### src/rtl/logic_engine_bridge.sv
// logic_engine_bridge: CPU request/ack to engine valid/ready bridge; define LOGIC_BRIDGE_TIMEOUT_EN for an abort-on-timeout counter.
module logic_engine_bridge #(
  parameter int unsigned TIMEOUT_CYCLES = 1024,
  parameter logic [31:0] ERR_DATA       = 32'hDEAD0001
) (
  input  logic        clk,
  input  logic        rst,
  input  logic        logic_req,
  input  logic [31:0] logic_addr,
  output logic        logic_ack,
  output logic [31:0] logic_data,
  output logic        eng_req_valid,
  input  logic        eng_req_ready,
  output logic [31:0] eng_req_addr,
  input  logic        eng_rsp_valid,
  input  logic [31:0] eng_rsp_data,
  output logic        eng_rsp_ready,
  output logic        busy,
  output logic        timeout_err,
  output logic [31:0] req_count
);
  typedef enum logic [4:0] {
    S_IDLE    = 5'b00001,
    S_ISSUE   = 5'b00010,
    S_WAIT    = 5'b00100,
    S_ACK     = 5'b01000,
    S_RELEASE = 5'b10000
  } state_t;
  state_t      state_q;
  logic [31:0] addr_q, data_q, count_q;
  logic        rdy_q, terr_q, to_hit;
`ifdef LOGIC_BRIDGE_TIMEOUT_EN
  logic [31:0] cnt_q;
  always_ff @(posedge clk or posedge rst)
    if (rst) cnt_q <= '0;
    else cnt_q <= (state_q == S_ISSUE || state_q == S_WAIT) ? cnt_q + 32'd1 : '0;
  // Fires on the cycle whose increment would make the count reach the limit.
  assign to_hit = (state_q == S_ISSUE || state_q == S_WAIT) && cnt_q == 32'(TIMEOUT_CYCLES - 1);
`else
  logic unused_to;
  assign unused_to = ^TIMEOUT_CYCLES;
  assign to_hit = 1'b0;
`endif
  always_ff @(posedge clk or posedge rst)
    if (rst) begin
      state_q <= S_IDLE;
      addr_q  <= '0;
      data_q  <= '0;
      count_q <= '0;
      rdy_q   <= 1'b0;
      terr_q  <= 1'b0;
    end else begin
      rdy_q <= 1'b1;
      case (state_q)
        S_IDLE:
          if (logic_req) begin
            state_q <= S_ISSUE;
            addr_q  <= logic_addr;
            terr_q  <= 1'b0;
            rdy_q   <= 1'b0;
          end
        S_ISSUE:
          if (to_hit) begin
            state_q <= S_ACK;
            data_q  <= ERR_DATA;
            terr_q  <= 1'b1;
            count_q <= count_q + 32'd1;
            rdy_q   <= 1'b0;
          end else if (eng_req_ready) state_q <= S_WAIT;
          else rdy_q <= 1'b0;
        S_WAIT:
          // A response arriving together with the timeout still returns real data.
          if (eng_rsp_valid || to_hit) begin
            state_q <= S_ACK;
            data_q  <= eng_rsp_valid ? eng_rsp_data : ERR_DATA;
            terr_q  <= !eng_rsp_valid;
            count_q <= count_q + 32'd1;
            rdy_q   <= 1'b0;
          end
        S_ACK: state_q <= S_RELEASE;
        S_RELEASE: if (!logic_req) state_q <= S_IDLE;
        default: state_q <= S_IDLE;
      endcase
    end
  assign logic_ack     = state_q == S_ACK;
  assign logic_data    = data_q;
  assign eng_req_valid = state_q == S_ISSUE;
  assign eng_req_addr  = addr_q;
  assign eng_rsp_ready = rdy_q;
  assign busy          = state_q != S_IDLE;
  assign timeout_err   = terr_q;
  assign req_count     = count_q;
endmodule

### config.mk
export PLATFORM = sky130hd
export DESIGN_NAME = logic_engine_bridge
export DESIGN_NICKNAME = d
export VERILOG_FILES = /design/src/rtl/logic_engine_bridge.sv
export SDC_FILE = /design/constraint.sdc
export NUM_CORES = 1
export LEC_CHECK = 0
export CAP_MARGIN = 5
export CORE_UTILIZATION = 39
export DETAILED_ROUTE_END_ITERATION = 8
export PLACE_DENSITY = 0.81
export SYNTH_ARGS = -nofsm -noshare
export SYNTH_HDL_FRONTEND = slang
export SYNTH_SLANG_ARGS = --single-unit
### constraint.sdc
create_clock -name clk -period 3.4 [get_ports clk]
set_clock_uncertainty 0.05 [all_clocks]
set_input_delay 0.68 -clock clk [delete_from_list [all_inputs] [get_ports clk]]
set_output_delay 0.68 -clock clk [all_outputs]
set_load 0.03 [all_outputs]
Word-level counts from Yosys, hierarchy flattened
Index checks and enable logic that the tools add are counted.
{"block": "classes", "n_addsub": 1, "n_eq_ne": 10, "n_reduce_logical": 6, "mux": 12}
{"operator": "$add 32x1->32 const B", "n": 1}
{"operator": "$pmux 5 s5", "n": 1}
{"operator": "$mux 5", "n": 4}
{"operator": "$ne 2x2->1 const B", "n": 3}
{"operator": "$eq 5x1->1 const B", "n": 1}
{"operator": "$eq 5x2->1 const B", "n": 1}
{"operator": "$eq 5x3->1 const B", "n": 1}
{"operator": "$eq 5x4->1 const B", "n": 1}
{"operator": "$eq 5x5->1 const B", "n": 1}
{"operator": "$mux 1", "n": 5}
{"operator": "$ne 5x1->1 const B", "n": 1}
{"operator": "$reduce_and 2->1", "n": 2}
{"operator": "$reduce_and 4->1", "n": 1}
{"operator": "$pmux 1 s3", "n": 1}
{"operator": "$reduce_and 3->1", "n": 1}
{"operator": "$ne 2x1->1 const B", "n": 1}
{"operator": "$pmux 1 s2", "n": 1}
{"operator": "$reduce_bool 2->1", "n": 1}
{"operator": "$logic_not 1->1", "n": 1}
{"block": "word_totals", "register_bits": 103, "output_inout_bits": 101, "input_bits": 69, "wordCells": 35}

Depth between registers and ports, before layout
Gate-level depths: netlist of run 1.
{"block": "depth", "word_depth": 3, "depth_mapped": 6, "depth_no_buf": 5}

Worst setup path after synthesis of run 1
No wires, ideal clock.
{"block": "synth_timing", "kind": "register -> register", "startpoint": "register state_q[1]", "endpoint": "register count_q[27], in the netlist req_count[27]", "path_slack_ns": 1.199, "path_buffers": 1, "t_required_ns": 3.269, "stages_incl_launch_ff": 6, "arrival_time_ns": 2.070, "setup_time_ns": 0.081, "path_cell_list": "dfrtp_1 -> or4_4 -> or4_4 -> buf_6 -> nor4_1 -> xor2_1"}
{"block": "synth_via", "elab_chain_len": 2}
{"element": "from (decl)", "line_no": "29", "source": "state_t state_q;"}
{"element": "from (signal assigned)", "line_no": "46", "source": "state_q <= S_IDLE;"}
{"element": "from (signal assigned)", "line_no": "57", "source": "state_q <= S_ISSUE;"}
{"element": "from (signal assigned)", "line_no": "64", "source": "state_q <= S_ACK;"}
{"element": "$eq 5x3->1", "line_no": "54", "source": "case (state_q)"}
{"element": "$reduce_and 2->1 (no source line)"}
{"element": "to (signal assigned)", "line_no": "67", "source": "count_q <= count_q + 32'd1;"}
{"element": "to (signal assigned)", "line_no": "77", "source": "count_q <= count_q + 32'd1;"}
{"element": "to (decl)", "line_no": "30", "source": "logic [31:0] addr_q, data_q, count_q;"}
No other way between the ends.
A chain may end at the register's enable or synchronous reset.

Worst setup path after layout of run 1
{"block": "layout_timing", "startpoint": "register state_q[2]", "endpoint": "output port eng_req_valid"}
{"block": "layout_via", "elab_chain_len": 1}
{"element": "$eq 5x2->1", "line_no": "87", "source": "assign eng_req_valid = state_q == S_ISSUE;"}
{"element": "to (decl)", "line_no": "12", "source": "output logic eng_req_valid,"}
No other way between the ends.

==> results.cfg, run 1 <==
[placement]
place_ws_ns = 0.636
portBuffers = 169
gp_congestion = 0.773
dp_hpwl_um = 7310
dp.cells = 667

[logic_synthesis]
synth_xor_area_share_pct = 6.48
seq_area_frac_synth_pct = 61.5
netlist_top_cells_count = nand2_1, dfrtp_1, mux2_2
synth_top_family_by_area = simple AND/OR/NAND/NOR gates
synthAdderAreaFrac_pct = 0.298
async_reset_ff_share_pct = 100
ys_seq_elements = 103
synth_area_mm2 = 0.00419
yosysMostFrequentCell = nand2_1
synth_area_leaders = dfrtp_1, nand2_1, mux2_2
synth_compound_area_share_pct = 0.836
yosys.area_share.simple_pct = 20.5
ys_types = 32
syn_avg_cell_area_um2 = 11.3
yosys_warnings = 0
synth_top_cell_area_share_pct = 60.9
syn_inst = 371
synthMuxAreaShare_pct = 8.59
syn_nets = 441
synthFlopType = dfrtp_1
synth_area_leader_cell = dfrtp_1
synth_edf_count = 0

[worst_setup_path]
path_class = register to primary output
worstPathArrival_ns = 2.14
critical-path-top-delay-family = buffers and inverters
path_buf_inv = 2
start_kind = register
reg2reg_depth = 4
max_stage_delay_ns = 0.68
critical_path.startpoint = state_q[2]
crit_path_top_delay_cell = clkdlybuf4s50_1
crit_path_end_kind = primary output
worstSetupPathDepth = 4
crit_required_ns = 2.67
worstPathMaxFanout = 6
r2r-start = state_q[1]
path_cells = nor3_1 > nand3b_1 > inv_1 > clkdlybuf4s50_1

[min_path]
hp-start = req_count[31]
hold_depth = 1
hold_class = register to register

[timing]
hold_viol = 0
fin_setup_tns_ns = 0
rsz0062_at_grt = no
slew_headroom_pct = 52.0
fmax_mhz = 348
fin_crit_sh_pct = 84.5
finalSetupViolCount = 0
worstMarginPinSlew_ns = 0.715
slew_violations = 0
period_needed_ns = 2.87
fin_ws_ns = 0.527

[power_and_ir_drop]
power_density_mw_per_mm2 = 731
vdd_drop_max_uv = 591
p_switching_mw = 1.71
swShare_pct = 37.5
p_leak_nw = 2.81
power.share.clock_pct = 16.2
p_seq_share_pct = 38.9
power.total_mw = 4.55
combPwrFrac_pct = 44.9
intPower_mw = 2.84

[clock_network]
clockBufferDepth = 2
cts_buffers = 9
ctsResizeCount = 0
htree_levels = 3
cts_hold_buf = 0
insertion_delay_ns = 0.37
clock-sinks = 103
cts_tree = done
cts_root_buffer = clkbuf_8
postCtsSetupBuffers = 0
clk_pin_slew_ns = 0.09

[routing]
wl_per_cell_um = 14.7
vias = 3349
via_per_inst = 4.90
dr.pass1.iters = 4
totalWireLength_um = 10100
first_iter_violations = 92
drc = 0
antenna_left = 0

[final_layout]
antenna-diode-count = 0
drive_gt1_share_pct = 10.1
fin_util_pct = 60.0
stdcell_count = 683
area_growth_pct = 48.4
nNetsFinal = 612

[die]
row_count = 37
die_y_um = 106
die_x_um = 106
start_util_pct = 40.4
io_pins = 170
fp.dieArea_mm2 = 0.0112
core_area_mm2 = 0.0104

[grt]
antenna_found_initial = 0
grt_first_pass_wirelength_um = 17000
grt_max_degree = 104
grt_overflow = 0
grt_util_all_layers_pct = 19.3
grt_pass1_vias = 3515

[run]
max_cap_violations = 0

[run_status]
status = finished, final reports clean
sequential cells by signal (all words and copies together) (netlist names):
name           cells
timeout_err        1
eng_rsp_ready      1
logic_data        32
state_q            5
req_count         32
eng_req_addr      32
final timing paths:
kind	endpoint	slack [ns]
max	eng_req_valid	0.53
min	req_count[31]	0.42
max reg2reg	req_count[18]	1.06
min reg2reg	req_count[31]	0.42
max in group asynchronous	logic_data[15]	2.13
min in group asynchronous	req_count[20]	0.78
cell families (layout without fill, tap and decap cells):
| group | count (synthesis) | count (layout) |
|---|---|---|
| compound gates | 5 | 5 |
| xor+xnor | 31 | 31 |
| fa+ha+maj | 1 | 1 |
| buf+inv | 18 | 194 |
| flops | 103 | 103 |
| mux | 32 | 32 |
| simple gates | 181 | 181 |
power groups by stage:
| stage | combinational [mW] | sequential (mW) | clock (mW) |
|---|---|---|---|
| 3_3_place_gp | 2.03 | 1.77 | 0 |
| 5_1_grt | 2.16 | 1.81 | 0.807 |
| 3_5_place_dp | 2.06 | 1.79 | 0 |
| 6_report | 2.04 | 1.77 | 0.736 |
| 2_1_floorplan | 0.530 | 2.41 | 0 |
| 4_1_cts | 2.07 | 1.77 | 0.755 |
metal layers:
layer | wire, um | track usage, %
met1 | 4200 | 23.8
met2 | 5000 | 31.6
met3 | 634 | 5.07
met4 | 239 | 8.63
met5 | 0 | 0
worst reg2reg max path: stages, from the launching register on:
cell	delay (ns)
dfrtp_1	0.45
or4_4	0.58
or4_4	0.62
nor4_1	0.41
xor2_1	0.18
final cells by class:
| cell class | instances | area (um^2) |
|---|---|---|
| Inverter | 5 | 22.5 |
| Clock inverter | 2 | 35.0 |
| Tap cell | 136 | 170 |
| Timing Repair Buffer | 173 | 1730 |
| Fill cell | 877 | 4150 |
| Sequential cell | 103 | 2580 |
| Multi-Input combinational cell | 250 | 1540 |
| Clock buffer | 14 | 143 |
placed cells by master (no fill, tap or decap), types with 2 or more instances in the layout:
cell               n
and2_1             3
and3_1             5
and4_1             2
buf_4              3
clkbuf_1           5
clkbuf_8           9
clkdlybuf4s50_1  169
dfrtp_1          102
inv_1              3
mux2_2            32
nand2_1          112
nand3_1           10
nand3b_1           3
nand4_1           12
nor2_1             4
nor3_1             6
nor4_1            15
nor4_2             2
o22ai_1            2
or4_4              2
xnor2_1           13
xor2_1            18
per-stage QoR:
stage | hold slack [ns] | instance area, um^2
detailed placement | 0.412 | 6040
floorplan | 0.472 | 4200
global placement | 0.407 | 6040
CTS | 0.432 | 6220
global route | 0.447 | 6220
finish | 0.424 | 6220
No activity file was read; power rests on OpenSTA's default activity.
==> run 2: changes to the inputs <==
- CORE_UTILIZATION: 39 -> 43
- PLACE_DENSITY: 0.81 -> 0.85
- clock period: 3.4 -> 2.8 ns (I/O delays scaled with it)
==> run 2 against run 1 <==
Effect of this change: register-to-register slack got worse by 0.59 ns; non-clock buffer count is 1 higher; global-route usage increased by 0.46 points; power increased by 21%; largest cell class unchanged; sequential power up 21%; sequential cell count did not move.
==> results.cfg, run 2 (synthesized netlist as in run 1, its figures left out) <==
[placement]
placed_area_mm2 = 0.00606
dp_hpwl_um = 7040
portBuffers = 169
gp_congestion = 0.773
place_ws_ns = 0.221
dp.cells = 661

[min_path]
hold_class = register to register
hold_depth = 1

[worst_setup_path]
worstPathArrival_ns = 2.03
crit_path_end_kind = primary output
start_kind = register
reg2reg_depth = 4
path_class = register to primary output
worstPathMaxFanout = 5
crit_required_ns = 2.19

[timing]
rsz0062_at_grt = no
finalSetupViolCount = 0
fin_ws_ns = 0.162
fmax_mhz = 379
slew_violations = 0
worstMarginPinSlew_ns = 0.574
slew_headroom_pct = 60.8
hold_viol = 0
fin_setup_tns_ns = 0
period_needed_ns = 2.64
fin_crit_sh_pct = 94.2

[die]
die_y_um = 101
core_area_mm2 = 0.00933
row_count = 35
die_x_um = 101
io_pins = 170
fp.dieArea_mm2 = 0.0101
start_util_pct = 44.9

[final_layout]
drive_gt1_share_pct = 11.2
n_fill_cell = 705
fin_area_mm2 = 0.00625
antenna-diode-count = 0
nNetsFinal = 613
stdcell_count = 676
final_cell_mix = clkdlybuf4s50_1, nand2_1, dfrtp_1
final_common_cell = clkdlybuf4s50_1
area_growth_pct = 49.0

[clock_network]
insertion_delay_ns = 0.35
ctsResizeCount = 0
cts_buffers = 9
cts_root_buffer = clkbuf_8
htree_levels = 3
clk_pin_slew_ns = 0.10
cts_hold_buf = 0
cts_tree = done
postCtsSetupBuffers = 0
clock-sinks = 103
clockBufferDepth = 2

[grt]
grt_util_all_layers_pct = 19.7
grt_pass1_vias = 3335
grt_first_pass_wirelength_um = 15700
antenna_found_initial = 0
grt_max_degree = 104
grt_overflow = 0

[routing]
drc = 0
first_iter_violations = 89
vias = 3342
wl_per_cell_um = 14.6
totalWireLength_um = 9860
antenna_left = 0
via_per_inst = 4.94
dr.pass1.iters = 4

[run_status]
status = finished, final reports clean

[run]
max_cap_violations = 0

[power_and_ir_drop]
p_leak_nw = 2.82
power_density_mw_per_mm2 = 883
vdd_drop_max_uv = 710
[run 2: cell type report]
type | instances | area (um^2) | share of cell area [%]
clock inverters | 6 | 62.6 | 1.00
flip-flops and latches | 103 | 2580 | 41.3
inverters | 5 | 22.5 | 0.361
well taps | 129 | 161 | 2.58
repair buffers | 174 | 1750 | 28.1
clock buffers | 9 | 124 | 1.98
multi-input cells | 250 | 1540 | 24.7
[run 2: power by group]
group          switching (mW)  leakage, nW  internal (mW)
Clock                   0.487       0.0871          0.406
Combinational            1.35         1.40           1.14
Sequential              0.243         1.34           1.90
[run 2: layer usage]
layer	up-vias	GRT usage (%)	part of all wire (%)
met5	-	0	0
met4	0	5.13	1.1
met3	9	5.48	6.9
met2	113	33.5	50
met1	1628	24.9	42
li1	1592	-	-
[run 2: final timing paths]
kind	end	start	slack, ns
max in group asynchronous	logic_data[30]	rst	1.64
setup reg to reg	req_count[22]	state_q[1]	0.47
setup / recovery	eng_req_valid	state_q[4]	0.16
min in group asynchronous	eng_req_addr[9]	rst	0.65
hold / removal	req_count[31]	req_count[31]	0.43
hold reg to reg	req_count[31]	req_count[31]	0.43
[run 2: per-stage QoR]
stage	hold WS (ns)	utilization, %	power (mW)
final	0.429	67.0	5.52
after global routing	0.454	67.0	5.79
after CTS	0.435	66.9	5.57
after detailed placement	0.412	64.9	4.67
after global placement	0.406	64.9	4.60
after floorplan	0.472	-	3.57
[run 2: critical path: stages (launching register included)]
cell and delay (ns):
dfrtp_1 0.44, nor3_2 0.30, nand3b_1 0.19, inv_1 0.08, clkdlybuf4s50_1 0.68
==> run 3: changes to the inputs <==
- GPL_TIMING_DRIVEN: not set -> 0
==> run 3 against run 2 <==
Effect of this change: utilization up 0.71 points; critical path type unchanged; highest routed layer unchanged; power up 2.6%; largest power group unchanged; sequential share of layout area down 0.43 points; sequential cell count unchanged; cell count up 1.3%; setup slack better by 0.026 ns.
==> results.cfg, run 3 (synthesized netlist as in run 1, its figures left out) <==
[run]
max_cap_violations = 0

[die]
core_area_mm2 = 0.00933
start_util_pct = 44.9
die_y_um = 101
io_pins = 170
die_x_um = 101
fp.dieArea_mm2 = 0.0101
row_count = 35

[grt]
grt_overflow = 0
grt_util_all_layers_pct = 20.8
grt_use_met2_pct = 36.5
grt_pass1_vias = 3368
grtUsageMet3_pct = 5.41
grt_max_degree = 45
antenna_found_initial = 0
grt_first_pass_wirelength_um = 16300
grtUsageMet1_pct = 24.9
grt.busiest_layer = met2

[timing]
rsz0062_at_grt = no
fmax_mhz = 383
slew_violations = 0
finalSetupViolCount = 0
period_needed_ns = 2.61
fin_setup_tns_ns = 0
worstMarginPinSlew_ns = 0.720
slew_headroom_pct = 51.6
hold_viol = 0
fin_crit_sh_pct = 93.3

[final_layout]
stdcell_count = 685
drive_gt1_share_pct = 10.4
final_cell_mix = clkdlybuf4s50_1, nand2_1, dfrtp_1
fin_util_pct = 67.7
area_growth_pct = 50.6
antenna-diode-count = 0
nNetsFinal = 623
final_common_cell = clkdlybuf4s50_1

[routing]
drc = 0
antenna_left = 0
dr.pass1.iters = 4
via_per_inst = 4.94
totalWireLength_um = 10200
wl_per_cell_um = 15.0
vias = 3382
first_iter_violations = 82

[clock_network]
clock-sinks = 103
cts_root_buffer = clkbuf_8
insertion_delay_ns = 0.35
cts_buffers = 9
cts_tree = done
ctsResizeCount = 0
postCtsSetupBuffers = 0
cts_hold_buf = 0
clk_pin_slew_ns = 0.10
htree_levels = 3
clockBufferDepth = 2

[worst_setup_path]
start_kind = register
crit_path_end_kind = primary output
worstPathArrival_ns = 2.00
path_class = register to primary output
crit_required_ns = 2.19
worstPathMaxFanout = 5

[power_and_ir_drop]
power.total_mw = 5.66
swShare_pct = 36.7
combPwrFrac_pct = 44.3
vdd_drop_max_uv = 684
power.share.clock_pct = 18.0
p_switching_mw = 2.08
p_seq_share_pct = 37.7
power_density_mw_per_mm2 = 897
intPower_mw = 3.58
p_leak_nw = 2.85

[placement]
dp_hpwl_um = 7680
portBuffers = 169
gp_congestion = 0.792
dp.cells = 671

[min_path]
hold_class = register to register

[run_status]
status = finished, final reports clean
run 3: metrics by stage:
stage / instance area (um^2) / hold WS, ns / setup WS, ns
3_3_place_gp: 6050 / 0.408 / -0.0235
4_1_cts: 6310 / 0.433 / 0.0366
3_5_place_dp: 6090 / 0.412 / 0.131
5_1_grt: 6310 / 0.446 / 0.0764
2_1_floorplan: 4200 / 0.472 / 0.599
6_report: 6310 / 0.429 / 0.188
run 3: area by class of cell:
class                           instances  area, um^2
Clock inverter                          3        67.6
Multi-Input combinational cell        250        1540
Buffer                                 13        56.3
Clock buffer                           11         151
Fill cell                             720        3010
Timing Repair Buffer                  171        1730
Sequential cell                       103        2580
Inverter                                5        22.5
Tap cell                              129         161
run 3: final timing paths:
check,to,cells past startpoint,slack [ns],from
max,eng_req_valid,4,0.19,state_q[4]
min,req_count[31],1,0.43,req_count[31]
max reg2reg,req_count[18],5,0.42,state_q[1]
min reg2reg,req_count[31],1,0.43,req_count[31]
max in group asynchronous,state_q[0],3,1.53,rst
min in group asynchronous,eng_req_addr[13],2,0.54,rst
run 3: per-layer routing:
layer  up-vias  wire length (um)  part of all wire [%]
li1       1614                 -                     -
met1      1636              4210                    41
met2       116              5280                    52
met3        16               568                   5.5
met4         0               188                   1.8
met5         -                 0                     0
run 3: worst max-delay path, stage by stage, from the launching register on:
cell and delay, ns:
dfrtp_1 0.43, nor3_2 0.27, nand3b_1 0.19, inv_1 0.09, clkdlybuf4s50_1 0.68
run 3: power groups by stage:
stage	combinational (mW)	sequential (mW)	clock (mW)
5_1_grt	2.64	2.19	1.11
4_1_cts	2.53	2.14	1.05
3_3_place_gp	2.47	2.14	0
3_5_place_dp	2.52	2.17	0
6_report	2.51	2.14	1.02
2_1_floorplan	0.644	2.93	0
